===== src/rtl/dmem_msg_arbiter.sv =====
`default_nettype none
// ============================================================================
// Module   : dmem_msg_arbiter
// Brief    : Shares the dmem port between the processor and the GPIO receive
//            path; copies a completed 128-bit message into a dmem mailbox
//            using idle processor cycles, stealing one cycle on starvation.
//            Optional macro DMEM_ARB_FLAG_EN adds a trailing "ready" flag write.
// Revision : 1.0 - initial release
// ============================================================================
module dmem_msg_arbiter #(
    parameter logic [11:0] BASE_ADDR    = 12'hF00,
    parameter int          WORDS        = 4,
    parameter int          STARVE_LIMIT = 8
) (
    input  logic         clock,
    input  logic         reset,
    input  logic [11:0]  cpu_addr,
    input  logic [31:0]  cpu_data,
    input  logic         cpu_wren,
    input  logic         cpu_req,
    input  logic         msg_valid,
    input  logic [127:0] msg_in,
    output logic [11:0]  mem_addr,
    output logic [31:0]  mem_data,
    output logic         mem_wren,
    output logic         cpu_stall,
    output logic         busy,
    output logic         msg_done,
    output logic         overflow
);

    localparam int              c_IW       = $clog2(WORDS);
    localparam logic [c_IW-1:0] c_LAST_IDX = c_IW'(WORDS - 1);
    localparam logic [3:0]      c_LIMIT    = 4'(STARVE_LIMIT);

    typedef enum logic [1:0] {
        IDLE = 2'd0,
`ifdef DMEM_ARB_FLAG_EN
        FLAG = 2'd2,
`endif
        COPY = 2'd1
    } state_t;

    state_t                     r_state;
    state_t                     w_state_nxt;
    logic [c_IW-1:0]            r_idx;
    logic [3:0]                 r_starve;
    logic [WORDS-1:0][31:0]     r_buf;
    logic                       r_done;
    logic                       r_ovf;

    logic                       w_active;
    logic                       w_force;
    logic                       w_grant;
    logic                       w_final;
    logic [c_IW-1:0]            w_sel;
    logic [11:0]                w_dma_addr;
    logic [31:0]                w_dma_data;

    // Word 0 is the top of the message, which lands in the highest buffer slot.
    assign w_sel    = c_LAST_IDX - r_idx;
    assign w_active = (r_state != IDLE) && !reset;
    assign w_force  = (r_starve == c_LIMIT);
    assign w_grant  = w_active && (!cpu_req || w_force);

    always_comb begin
        w_dma_addr = BASE_ADDR + 12'(r_idx);
        w_dma_data = r_buf[w_sel];
`ifdef DMEM_ARB_FLAG_EN
        if (r_state == FLAG) begin
            w_dma_addr = BASE_ADDR + 12'(WORDS);
            w_dma_data = 32'h0000_0001;
        end
`endif
    end

    always_comb begin
        w_state_nxt = r_state;
        w_final     = 1'b0;
        case (r_state)
            IDLE: begin
                if (msg_valid) w_state_nxt = COPY;
            end
            COPY: begin
                if (w_grant && (r_idx == c_LAST_IDX)) begin
`ifdef DMEM_ARB_FLAG_EN
                    w_state_nxt = FLAG;
`else
                    w_state_nxt = IDLE;
                    w_final     = 1'b1;
`endif
                end
            end
`ifdef DMEM_ARB_FLAG_EN
            FLAG: begin
                if (w_grant) begin
                    w_state_nxt = IDLE;
                    w_final     = 1'b1;
                end
            end
`endif
            default: w_state_nxt = IDLE;
        endcase
    end

    always_ff @(posedge clock) begin
        if (reset) begin
            r_state  <= IDLE;
            r_idx    <= '0;
            r_starve <= '0;
            r_done   <= 1'b0;
            r_ovf    <= 1'b0;
        end else begin
            r_state <= w_state_nxt;
            r_done  <= w_final;
            if (msg_valid && (r_state != IDLE)) r_ovf <= 1'b1;
            if (r_state == IDLE) begin
                r_idx    <= '0;
                r_starve <= '0;
            end else if (w_grant) begin
                r_idx    <= r_idx + 1'b1;
                r_starve <= '0;
            end else if (!w_force) begin
                r_starve <= r_starve + 4'd1;
            end
        end
    end

    // Buffer contents after a reset are irrelevant, so it carries no reset.
    always_ff @(posedge clock) begin
        if (msg_valid && (r_state == IDLE)) r_buf <= msg_in;
    end

    assign mem_addr  = w_grant ? w_dma_addr : cpu_addr;
    assign mem_data  = w_grant ? w_dma_data : cpu_data;
    assign mem_wren  = w_grant ? 1'b1       : cpu_wren;
    assign cpu_stall = w_active && w_force && cpu_req;
    assign busy      = (r_state != IDLE);
    assign msg_done  = r_done;
    assign overflow  = r_ovf;

endmodule
`default_nettype wire


===== config.mk =====
export PLATFORM = sky130hd
export DESIGN_NAME = dmem_msg_arbiter
export DESIGN_NICKNAME = d
export VERILOG_FILES = /design/src/rtl/dmem_msg_arbiter.sv
export SDC_FILE = /design/constraint.sdc
export NUM_CORES = 1
export LEC_CHECK = 0
export CAP_MARGIN = 20
export CELL_PAD_IN_SITES_DETAIL_PLACEMENT = 0
export CELL_PAD_IN_SITES_GLOBAL_PLACEMENT = 1
export CORE_ASPECT_RATIO = 0.8
export CORE_MARGIN = 5
export CORE_UTILIZATION = 36
export DETAILED_ROUTE_END_ITERATION = 12
export PLACE_DENSITY_LB_ADDON = 0.1
export SYNTH_ARGS = -nofsm -noshare
export SYNTH_HDL_FRONTEND = slang
export SYNTH_SLANG_ARGS = --single-unit

===== constraint.sdc =====
create_clock -name clock -period 9.4 [get_ports clock]
set_clock_uncertainty 0.2 [all_clocks]
set_input_delay 1.41 -clock clock [delete_from_list [all_inputs] [get_ports clock]]
set_output_delay 1.41 -clock clock [all_outputs]
set_load 0.01 [all_outputs]

==> impl_summary.txt <==
----------------------------------------------------
[Cells and area]
  Post-route design area ... between 8000 and 9000 sq um
  # diodes ... 0
  Final nets ... about 670
  Final cell count without fillers ... between 700 and 800
  Footprint of the multi-input gates ... about 1500 sq um
  Fraction of layout instances using a drive strength above 1 ... 21.4%
  Area growth from synthesis to layout ... 53.9%
  Total of fill cells in the finished design ... roughly 1300
  Reg area ... 4030 sq um

[Power]
  IR Drop Worst-Case VDD ... about 0.10 mV
  Cell Pwr Density ... ~180 nW/um^2
  Static leakage power ... between 0.002 and 0.003 uW
  Post-route total power ... approximately 1600 uW

[Synthesis]
  Area fraction of the dominant cell type after synthesis ... 68.1%
  Top post-synthesis cells by count ... 128 x edfxtp_1, 28 x mux4_2, 27 x mux2_4, 9 x dfxtp_1
  Count of yosys warnings during synthesis ... 0
  Proportion of synthesized flip-flops having asynchronous set or reset ... 0%
  Leading cell types by total area after synthesis ... edfxtp_1 68%, mux4_2 11%, mux2_4 7.2%
  #FFs+latches synth ... around 140
  Most frequent cell after synthesis ... edfxtp_1
  Synth Area per Inst ... between 20 and 25 sq um
  Cell taking the most area after synthesis ... edfxtp_1
  Prevailing post-synth register cell ... edfxtp_1
  EDFF count, synth ... ~130
  Distinct cell type count after synthesis ... 30
  Register area share after synthesis ... 71.3%
  Netlist area before placement ... 5640 sq um
  Number of instances in the synthesized netlist ... roughly 260
  Net count of the mapped netlist ... around 440

[Routing]
  Mean routed wirelength per cell ... about 18 microns
  Number of remaining DRC errors ... 0
  DRC violation total after the first TritonRoute iteration ... between 100 and 150
  Total number of vias ... 3243
  Total wire length after detailed routing ... 12800 microns
  Number of iterations in the first detailed-routing pass ... 4
  Number of vias per cell after detailed routing ... roughly 4.5
  Remaining antenna violation count ... 0

[STA]
  Hold violation total from the final report ... 0
  Number of slew-limit violations in the final report ... 0
  Peak clock frequency supported by timing ... 170 MHz
  Worst hold slack ... between 0.2 and 0.3 ns
  Final worst path period need ... roughly 5.9 ns
  RSZ-0062 raised after global routing ... false
  Slew headroom ... between 30% and 40%
  Tcrit/Tclk final ... ~63%
  Slew at the pin with the worst max-slew slack ... 0.997 ns
  Setup-violating endpoint count in the final report ... 0
  Post-Route Setup TNS ... 0 ns

[Clock network]
  Clock tree from TritonCTS ... built
  Clock tree sinks ... roughly 140
  Post-cts sizing count ... 0
  Setup Fix Bufs, Post-CTS ... 0
  Count of hold buffers inserted by post-cts repair ... 0
  Number of buffers created by CTS ... 17
  Clk Latency, worst-skew pair ... approximately 0.41 ns
  Clock tree root driver cell ... clkbuf_16
  Buffer depth of the longest clock path ... 2
  Clock input transition at the sequential cells of the worst setup and hold paths ... around 0.06 ns
  H-tree depth reported by CTS ... 4

[GRT]
  Vias in the first global route ... between 3000 and 4000
  Total track usage ... about 14%
  Number of antenna violations at the first check in global routing ... 0
  Overflow after GRT ... 0
  Largest net degree at the start of global routing ... 69
  First-pass GRT wire length ... 18900 microns

[Placement]
  Post-detailed-placement cell area ... slightly above 8000 sq um
  Final GP Congestion ... approximately 0.7
  Post-detailed-placement half-perimeter wirelength ... around 9000 microns
  Placed cells ... 688
  Number of port buffers ... ~230

[Critical path]
  End of the worst register-to-register path ... r_buf[47]$_DFFE_PP_
  Endpoint kind of the worst setup timing path ... primary output
  Worst reg2reg path startpoint ... r_state[0]$_SDFFE_PP0P_
  CP Data Arrival Time ... 4.29 ns
  Worst Setup Start Kind ... input pin
  Setup slack of the most critical reg-to-reg path ... 6.86 ns
  Critical path fanouts, max ... 27
  Path type of the worst setup path ... in2out
  R2r worst-path depth ... 3
  Required time reported for the critical path endpoint ... 7.79 ns

[Floorplanning]
  Floorplan Core Area ... 15600 sq um
  Initial Utilization ... 36.2%
  Die Outline Area ... between 15000 and 20000 sq um
  Y dimension of the die ... 122 microns
  Num ports ... 226
  Row cnt ... 41
  Chip Width ... ~150 microns

[Hold path]
  WHS Endpoint ... r_starve[0]$_SDFFE_PP0P_
  Start point of the worst hold path ... r_starve[0]$_SDFFE_PP0P_
  Hold Path Class ... reg2reg
  Worst Hold Depth ... 1

[Job]
  Count of max-cap constraint violations ... 0

[Run status]
  Outcome ... complete, no violations

----------------------------------------------------
==> sequential cells by signal, summed over array words and instances, names as in the netlist <==
| name | cells |
|---|---|
| msg_done | 1 |
| overflow | 1 |
| r_buf | 128 |
| r_idx | 2 |
| r_starve | 4 |
| r_state | 1 |
==> per-layer routing <==
metal | part of all wire, % | GRT usage (%)
met2 | 48 | 22.4
met4 | 1.1 | 4.97
met5 | 0 | 0
met3 | 9.8 | 6.36
met1 | 41 | 16.9
==> cell usage in the layout (no fill, tap or decap), types with 3 or more instances in the layout <==
| master | n |
|---|---|
| ha_1 | 3 |
| or2_2 | 5 |
| nor2b_1 | 6 |
| nor2_1 | 5 |
| mux2_2 | 7 |
| dfxtp_1 | 7 |
| clkinvlp_4 | 3 |
| mux2_4 | 27 |
| inv_6 | 5 |
| inv_1 | 6 |
| mux4_1 | 4 |
| mux4_2 | 28 |
| buf_4 | 4 |
| clkdlybuf4s50_1 | 225 |
| edfxtp_1 | 128 |
| clkinv_4 | 4 |
| clkbuf_16 | 17 |
==> kinds of logic after synthesis <==
family,count (synthesis),share of synthesized area (%)
AO/OA/AOI/OAI,7,0.887
XOR/XNOR,2,0.310
adder cells (fa/ha/maj),3,0.665
buffers and inverters,20,2.64
flip-flops,137,71.3
multiplexers,66,21.6
AND/OR/NAND/NOR,23,2.57
==> stage by stage <==
step	setup WS [ns]	utilization (%)
6_report	3.50	55.7
5_1_grt	3.30	55.7
4_1_cts	3.46	55.7
3_5_place_dp	3.43	51.8
3_3_place_gp	3.53	51.8
2_1_floorplan	1.61	-
==> where the power goes <==
part           internal [uW]  switching (uW)
clock                    403             262
combinational            119            50.9
sequential               706            9.33
==> how the worst max path moves through the flow <==
| stage | from | end | slack (ns) | cells past startpoint |
|---|---|---|---|---|
| 3_5_place_dp | reset | mem_data[23] | 3.43 | 6 |
| 6_report | reset | mem_data[23] | 3.50 | 6 |
| 2_1_floorplan | msg_valid | r_buf[0]$_DFFE_PP_ | 1.61 | 1 |
| 4_1_cts | reset | mem_data[23] | 3.46 | 6 |
| 5_1_grt | reset | mem_data[23] | 3.30 | 6 |
| 3_3_place_gp | reset | mem_data[19] | 3.53 | 6 |
==> critical path, cell delays in order <==
cell and delay [ns]:
clkdlybuf4s50_1 0.44, nand2b_1 0.25, a21oi_4 0.76, buf_4 0.53, mux2_2 0.39, clkdlybuf4s50_1 0.48
==> area by class of cell <==
cell class	count	share of cell area (%)
flip-flops and latches	137	46.4
clock inverters	14	1.86
inverters	6	0.259
multi-input cells	101	17.1
well taps	215	3.10
repair buffers	229	26.3
clock buffers	18	5.06
Power figures use the tool's default switching activity.
